[config.mk]
export PLATFORM = sky130hd
export DESIGN_NAME = lap_timer_ctl_flat
export DESIGN_NICKNAME = d
export VERILOG_FILES = /design/src/rtl/lap_timer_pkg.sv /design/src/rtl/lap_timer_ctl_if.sv /design/src/rtl/lap_buffer.sv /design/src/rtl/lap_timer_ctl.sv /design/src/flat_wrapper.sv
export SDC_FILE = /design/constraint.sdc
export NUM_CORES = 1
export LEC_CHECK = 0
export BUFFER_PORTS_ARGS = -buffer_cell sky130_fd_sc_hd__clkbuf_2
export CORE_MARGIN = 10
export CORE_UTILIZATION = 25
export CTS_CLUSTER_DIAMETER = 30
export CTS_CLUSTER_SIZE = 20
export DETAILED_ROUTE_END_ITERATION = 12
export GPL_ROUTABILITY_DRIVEN = 0
export PLACE_DENSITY = 0.51
export SETUP_SLACK_MARGIN = 0.02
export SLEW_MARGIN = 10
export SYNTH_ARGS = -nofsm -noshare
export SYNTH_HDL_FRONTEND = slang
export SYNTH_HIERARCHICAL = 1
export SYNTH_SLANG_ARGS = --single-unit
[constraint.sdc]
create_clock -name clk -period 5.4 [get_ports clk]
set_input_delay 1.62 -clock clk [delete_from_list [all_inputs] [get_ports clk]]
set_output_delay 1.62 -clock clk [all_outputs]
set_load 0.02 [all_outputs]
[src/rtl/lap_timer_pkg.sv]
// Shared types, default sizes and the next-state rule for the lap timer.
// Types:     state_t (IDLE, COUNTING, PAUSED, SPLIT).
// Constants: DEF_CNT_W, DEF_LAP_DEPTH. Function: lap_next_state.
package lap_timer_pkg;

  typedef enum logic [1:0] {IDLE, COUNTING, PAUSED, SPLIT} state_t;

  localparam int DEF_CNT_W     = 16;
  localparam int DEF_LAP_DEPTH = 8;

  // Button decode. trig always wins over split when both arrive together.
  function automatic state_t lap_next_state(state_t s, logic trig, logic split);
    state_t n;
    n = s;
    case (s)
      IDLE:     if (trig) n = COUNTING;
      COUNTING: if (trig) n = PAUSED; else if (split) n = SPLIT;
      SPLIT:    if (trig) n = PAUSED; else if (split) n = COUNTING;
      PAUSED:   if (trig) n = COUNTING; else if (split) n = IDLE;
      default:  n = IDLE;
    endcase
    return n;
  endfunction

endpackage

[src/rtl/lap_timer_ctl_if.sv]
// Button/time-base inputs and display/lap outputs of the lap timer.
// Inputs:  trig, split, tick, lap_rd_idx.
// Outputs: init_regs, count_enabled, split_active, count, disp, lap_count, lap_full, lap_rd_data, overflow.
interface lap_timer_ctl_if
  import lap_timer_pkg::*;
#(
  parameter int CNT_W     = DEF_CNT_W,
  parameter int LAP_DEPTH = DEF_LAP_DEPTH
) ();
  localparam int LAP_IDX_W = $clog2(LAP_DEPTH);

  logic                 trig;
  logic                 split;
  logic                 tick;
  logic [LAP_IDX_W-1:0] lap_rd_idx;
  logic                 init_regs;
  logic                 count_enabled;
  logic                 split_active;
  logic [CNT_W-1:0]     count;
  logic [CNT_W-1:0]     disp;
  logic [LAP_IDX_W:0]   lap_count;
  logic                 lap_full;
  logic [CNT_W-1:0]     lap_rd_data;
  logic                 overflow;

  // master: button/debounce side plus display reader
  modport master (
    output trig, split, tick, lap_rd_idx,
    input  init_regs, count_enabled, split_active, count, disp,
    input  lap_count, lap_full, lap_rd_data, overflow
  );

  // slave: the timer itself
  modport slave (
    input  trig, split, tick, lap_rd_idx,
    output init_regs, count_enabled, split_active, count, disp,
    output lap_count, lap_full, lap_rd_data, overflow
  );
endinterface

[src/rtl/lap_buffer.sv]
// Lap memory: write-pointer register array with a guarded combinational read.
// Ports: clk, reset, clr (sync pointer clear), wr_en/wr_data, rd_idx/rd_data, lap_count, lap_full.
// Writes are dropped once full; only the pointer clears, so stale entries hide behind the index guard.
module lap_buffer
  import lap_timer_pkg::*;
#(
  parameter int CNT_W     = DEF_CNT_W,
  parameter int LAP_DEPTH = DEF_LAP_DEPTH,
  parameter int LAP_IDX_W = $clog2(LAP_DEPTH)
) (
  input  logic                 clk,
  input  logic                 reset,
  input  logic                 clr,
  input  logic                 wr_en,
  input  logic [CNT_W-1:0]     wr_data,
  input  logic [LAP_IDX_W-1:0] rd_idx,
  output logic [LAP_IDX_W:0]   lap_count,
  output logic                 lap_full,
  output logic [CNT_W-1:0]     rd_data
);
  localparam logic [LAP_IDX_W:0] DEPTH_V = (LAP_IDX_W+1)'(LAP_DEPTH);

  logic [CNT_W-1:0] mem [LAP_DEPTH];

  assign lap_full = (lap_count == DEPTH_V);

  always_ff @(posedge clk) begin
    if (reset || clr) begin
      lap_count <= '0;
    end else if (wr_en && !lap_full) begin
      lap_count <= lap_count + 1'b1;
    end
  end

  always_ff @(posedge clk) begin
    if (wr_en && !lap_full && !reset && !clr) begin
      mem[lap_count[LAP_IDX_W-1:0]] <= wr_data;
    end
  end

  assign rd_data = ({1'b0, rd_idx} < lap_count) ? mem[rd_idx] : '0;

endmodule

[src/rtl/lap_timer_ctl.sv]
// Stopwatch controller: FSM, tick counter, split display hold, overflow and lap capture.
// Ports: clk, reset (sync, active-high), bus (lap_timer_ctl_if.slave).
// Build option LAP_TIMER_SATURATE_EN: saturate with sticky overflow; otherwise wrap with a one-cycle pulse.
module lap_timer_ctl
  import lap_timer_pkg::*;
#(
  parameter int CNT_W     = DEF_CNT_W,
  parameter int LAP_DEPTH = DEF_LAP_DEPTH
) (
  input  logic            clk,
  input  logic            reset,
  lap_timer_ctl_if.slave  bus
);
  localparam int LAP_IDX_W = $clog2(LAP_DEPTH);

  state_t           state;
  state_t           state_nx;
  logic             init_q, en_q, split_q;
  logic [CNT_W-1:0] count;
  logic [CNT_W-1:0] hold;
  logic             overflow;
  logic             lap_cap, clear_all, inc, at_max;

  assign state_nx  = lap_next_state(state, bus.trig, bus.split);
  assign lap_cap   = (state == COUNTING) && bus.split && !bus.trig;
  assign clear_all = (state == PAUSED) && bus.split && !bus.trig;
  assign inc       = ((state == COUNTING) || (state == SPLIT)) && bus.tick;
  assign at_max    = (count == {CNT_W{1'b1}});

  // Moore flags are registered from the next state so they line up with state.
  always_ff @(posedge clk) begin
    if (reset) begin
      state   <= IDLE;
      init_q  <= 1'b1;
      en_q    <= 1'b0;
      split_q <= 1'b0;
    end else begin
      state   <= state_nx;
      init_q  <= (state_nx == IDLE);
      en_q    <= (state_nx == COUNTING) || (state_nx == SPLIT);
      split_q <= (state_nx == SPLIT);
    end
  end

  always_ff @(posedge clk) begin
    if (reset || clear_all || (state == IDLE)) begin
      count    <= '0;
      overflow <= 1'b0;
    end else begin
`ifdef LAP_TIMER_SATURATE_EN
      if (inc && !at_max) begin
        count <= count + 1'b1;
      end else if (inc) begin
        overflow <= 1'b1;
      end
`else
      if (inc) begin
        count <= count + 1'b1;
      end
      overflow <= inc && at_max;
`endif
    end
  end

  // Display hold takes the pre-edge count, so a same-edge tick is excluded.
  always_ff @(posedge clk) begin
    if (reset) begin
      hold <= '0;
    end else if (lap_cap) begin
      hold <= count;
    end
  end

  lap_buffer #(
    .CNT_W     (CNT_W),
    .LAP_DEPTH (LAP_DEPTH),
    .LAP_IDX_W (LAP_IDX_W)
  ) u_lap_buffer (
    .clk       (clk),
    .reset     (reset),
    .clr       (clear_all),
    .wr_en     (lap_cap),
    .wr_data   (count),
    .rd_idx    (bus.lap_rd_idx),
    .lap_count (bus.lap_count),
    .lap_full  (bus.lap_full),
    .rd_data   (bus.lap_rd_data)
  );

  assign bus.init_regs     = init_q;
  assign bus.count_enabled = en_q;
  assign bus.split_active  = split_q;
  assign bus.count         = count;
  assign bus.disp          = split_q ? hold : count;
  assign bus.overflow      = overflow;

endmodule

[src/flat_wrapper.sv]
// flat-port wrapper written by rule: the top's interface ports become plain ports
module lap_timer_ctl_flat import lap_timer_pkg::*;
#(
  parameter int CNT_W     = DEF_CNT_W,
  parameter int LAP_DEPTH = DEF_LAP_DEPTH
)
  (clk, reset, bus_trig, bus_split, bus_tick, bus_lap_rd_idx, bus_init_regs, bus_count_enabled, bus_split_active, bus_count, bus_disp, bus_lap_count, bus_lap_full, bus_lap_rd_data, bus_overflow);
  lap_timer_ctl_if #(.CNT_W(CNT_W), .LAP_DEPTH(LAP_DEPTH)) bus_i ();
  input  logic clk;
  input  logic reset;
  input wire logic [$bits(bus_i.trig)-1:0] bus_trig;
  input wire logic [$bits(bus_i.split)-1:0] bus_split;
  input wire logic [$bits(bus_i.tick)-1:0] bus_tick;
  input wire logic [$bits(bus_i.lap_rd_idx)-1:0] bus_lap_rd_idx;
  output wire logic [$bits(bus_i.init_regs)-1:0] bus_init_regs;
  output wire logic [$bits(bus_i.count_enabled)-1:0] bus_count_enabled;
  output wire logic [$bits(bus_i.split_active)-1:0] bus_split_active;
  output wire logic [$bits(bus_i.count)-1:0] bus_count;
  output wire logic [$bits(bus_i.disp)-1:0] bus_disp;
  output wire logic [$bits(bus_i.lap_count)-1:0] bus_lap_count;
  output wire logic [$bits(bus_i.lap_full)-1:0] bus_lap_full;
  output wire logic [$bits(bus_i.lap_rd_data)-1:0] bus_lap_rd_data;
  output wire logic [$bits(bus_i.overflow)-1:0] bus_overflow;
  assign bus_i.trig = bus_trig;
  assign bus_i.split = bus_split;
  assign bus_i.tick = bus_tick;
  assign bus_i.lap_rd_idx = bus_lap_rd_idx;
  assign bus_init_regs = bus_i.init_regs;
  assign bus_count_enabled = bus_i.count_enabled;
  assign bus_split_active = bus_i.split_active;
  assign bus_count = bus_i.count;
  assign bus_disp = bus_i.disp;
  assign bus_lap_count = bus_i.lap_count;
  assign bus_lap_full = bus_i.lap_full;
  assign bus_lap_rd_data = bus_i.lap_rd_data;
  assign bus_overflow = bus_i.overflow;
  lap_timer_ctl #(.CNT_W(CNT_W), .LAP_DEPTH(LAP_DEPTH)) u_core (.clk(clk), .reset(reset), .bus(bus_i));
endmodule
==> results.md <==
* CTS Buffer Depth at 2
* Post-synth top area share at 54.6%
* Total Routed Length at 17.0 mm
* Final worst-path cycle share at between 80% and 90%
* Net Count, Synth at 515
* Hold Fails Final Rpt at 0
* Fin util at just over 30%
* Fill cells at 2817
* Multiplexer share of the synthesized area at approximately 11%
* Slew Limit Headroom at a little over a third
* Pleak at 2.95 nW
* Post-Synth Adder-Cell Area at 0.889%
* DRC at 0
* Fraction of registers with async set/reset at 0%
* HPWL after detailed placement at 10.9 mm
* WL/cell at roughly 18 um
* N_diodes at 0
* CTS Hold Buffers Added at 0
* Most frequent cell after synthesis: edfxtp_1
* Final min period at 4.67 ns
* CP endpoint kind: primary output
* First-pass GRT wire length at between 20 and 30 mm
* Number of synthesized flops with an enable pin at between 100 and 150
* Vias in the first global route at ~4300
* Fraction of layout instances using a drive strength above 1 at between 20% and 30%
* Pins over their slew limit at 0
* Fin nets at between 500 and 600
* Run status: finished, final reports clean
* Register bit total from synthesis at 170
* Initial antenna violation count at 0
* Area contributors post-synth: edfxtp_1 (55%), dfxtp_1 (12%), mux2i_1 (9.2%)
* Post-synth top area cell: edfxtp_1
* Die X at between 150 and 200 um
* Part of the Yosys area used for sequential elements at 66.6%
* Largest net degree at the start of global routing at 65
* Drt first pass iters at 6
* R2R Path Start: u_core/state[0]
* Area share of xor/xnor cells in the synthesized design at 2.24%
* Clk_lat worst skew at 0.42 ns
* Least-Margin Pin Slew at approximately 0.95 ns
* Crit-path cells: buf_4, buf_12, mux2i_1, a22oi_1, and3_1, clkbuf_2
* CP peak stage delay at 0.35 ns
* CTS Buf Count at 17
* Top FF cell, synth: edfxtp_1
* Overall Power at approximately 0.0028 W
* Peak VDD IR at 193 uV
* CP Launch Point: bus_lap_rd_idx[1]
* Final setup fails at 0
* Syn_area_per_cell at roughly 14 sq um
* Root Driver: clkbuf_16
* Critical Path Fanout Max at 64
* Hold WC Path Type: flop to flop
* Yosys warns at 6
* Simple-gate area share of the yosys netlist at about a tenth
* Core Box Area at about 0.028 sq mm
* Total GRT Usage at 9.61%
* Vias per std cell at about 4.3
* Required @ worst endpoint at between 3 and 4 ns
* Grt ovf at 0
* Pwr Density at about 330 mW/mm^2
* Placed cell count at just over 900
* Largest family of logic cells by synthesized area: multiplexers
* RSZ-0062 raised after global routing: false
* CTS tree: built
* Synth-to-Final Area Change at 19.3%
* Postcts setup bufs at 0
* Post-synthesis compound-gate area fraction at 6.17%
* Initial core utilization at 25.3%
* Cells after Synth at between 500 and 600
* DR vias at between 4000 and 5000
* TritonCTS Sinks at 170
* Critical path arrival at ~3 ns
* Placement Rows at 61
* Slowest cell on crit path: a22oi_1
* Fmax achieved at 214 MHz
* Setup TNS at 0 ns
* Die height at between 150 and 200 um
* Reg clk slew, reported paths at about 0.07 ns
* H-tree depth at 4
* Die ar. at 0.0353 sq mm
* MaxCap Viol Count at 0
* Synth cell count leaders: edfxtp_1 (128), mux2i_1 (65), nand2_1 (45), dfxtp_1 (42), a22oi_1 (32)
* Synth Cell Area at 0.00704 sq mm
* CP Launch Type: primary input
* Top-level I/O count at 65
* Synth cell types at 46
* I/O Buffers at 64
* Initial DRC count at 275
* Setup CP Type: primary input to primary output
* ANT nets after route at 0
* Critical hold path startpoint: u_core/hold[1]
* Clk_skew at between 0.008 and 0.009 ns
* Post_cts resized at 0
* Finished Layout Cells at slightly below 1000
==> cell type report <==
class / count / area, sq um / area share [%]
clock inverter: 15 / 178 / 2.12
timing repair buffer: 78 / 440 / 5.25
inverter: 11 / 46.3 / 0.551
multi-input combinational: 295 / 2150 / 25.6
sequential: 170 / 4680 / 55.8
tap: 378 / 473 / 5.63
clock buffer: 17 / 425 / 5.07
==> per-stage QoR <==
step	hold WS, ns	area [sq um]	setup WS [ns]
floorplan	0.433	7040	0.956
global placement	0.439	7790	0.675
detailed placement	0.450	7790	0.672
CTS	0.461	8400	0.673
global route	0.477	8400	0.592
finish	0.459	8400	0.726
==> cell usage in the layout, fill, tap and decap left out, types with 14 or more instances in the layout <==
cell,n
edfxtp_1,128
mux2i_1,65
clkbuf_2,63
nand2_1,45
dfxtp_1,42
a22oi_1,32
nor2_1,28
and3_1,18
clkbuf_16,17
xnor2_1,15
buf_4,14
==> power breakdown <==
group	internal [W]	switching (W)
Sequential	0.00139	0.00000726
Clock	0.000699	0.000542
Combinational	0.0000489	0.0000855
==> path summary, 6_finish.rpt <==
check,slack [ns],to,cells past startpoint
worst max register to register,2.51,u_core/u_lap_buffer/mem[1][12],6
worst min-delay path,0.46,u_core/hold[1],2
worst min register to register,0.46,u_core/hold[1],2
worst max-delay path,0.73,bus_lap_rd_data[14],6
==> logic make-up (layout without fill, tap and decap cells) <==
group                    Yosys count  count (layout)
AO/OA/AOI/OAI                     62              62
XOR/XNOR                          18              18
adder cells (fa/ha/maj)            5               5
buffers and inverters             37             121
flip-flops                       170             170
multiplexers                      76              76
AND/OR/NAND/NOR                  134             134
==> registers in the layout, summed over array words and instances (netlist names) <==
register	cells
u_core/u_lap_buffer/mem	128
u_core/bus.count	16
u_core/hold	16
u_core/u_lap_buffer/lap_count	4
u_core/state	2
u_core/bus.count_enabled	1
u_core/bus.init_regs	1
u_core/bus.overflow	1
u_core/bus.split_active	1
==> critical path: cells and delay by family <==
| family | cells | cell delay [ns] |
|---|---|---|
| muxes | 1 | 0.14 |
| AOI/OAI and AO/OA | 1 | 0.35 |
| buffers and inverters | 3 | 0.61 |
| and+or+nand+nor | 1 | 0.22 |
==> metal layers <==
layer	routed length [um]	global-route usage, %
met5	0	0
met4	262	3.94
met3	460	1.87
met2	8250	16.0
met1	7980	11.9
Note: power is estimated with default switching activity, not from simulation.
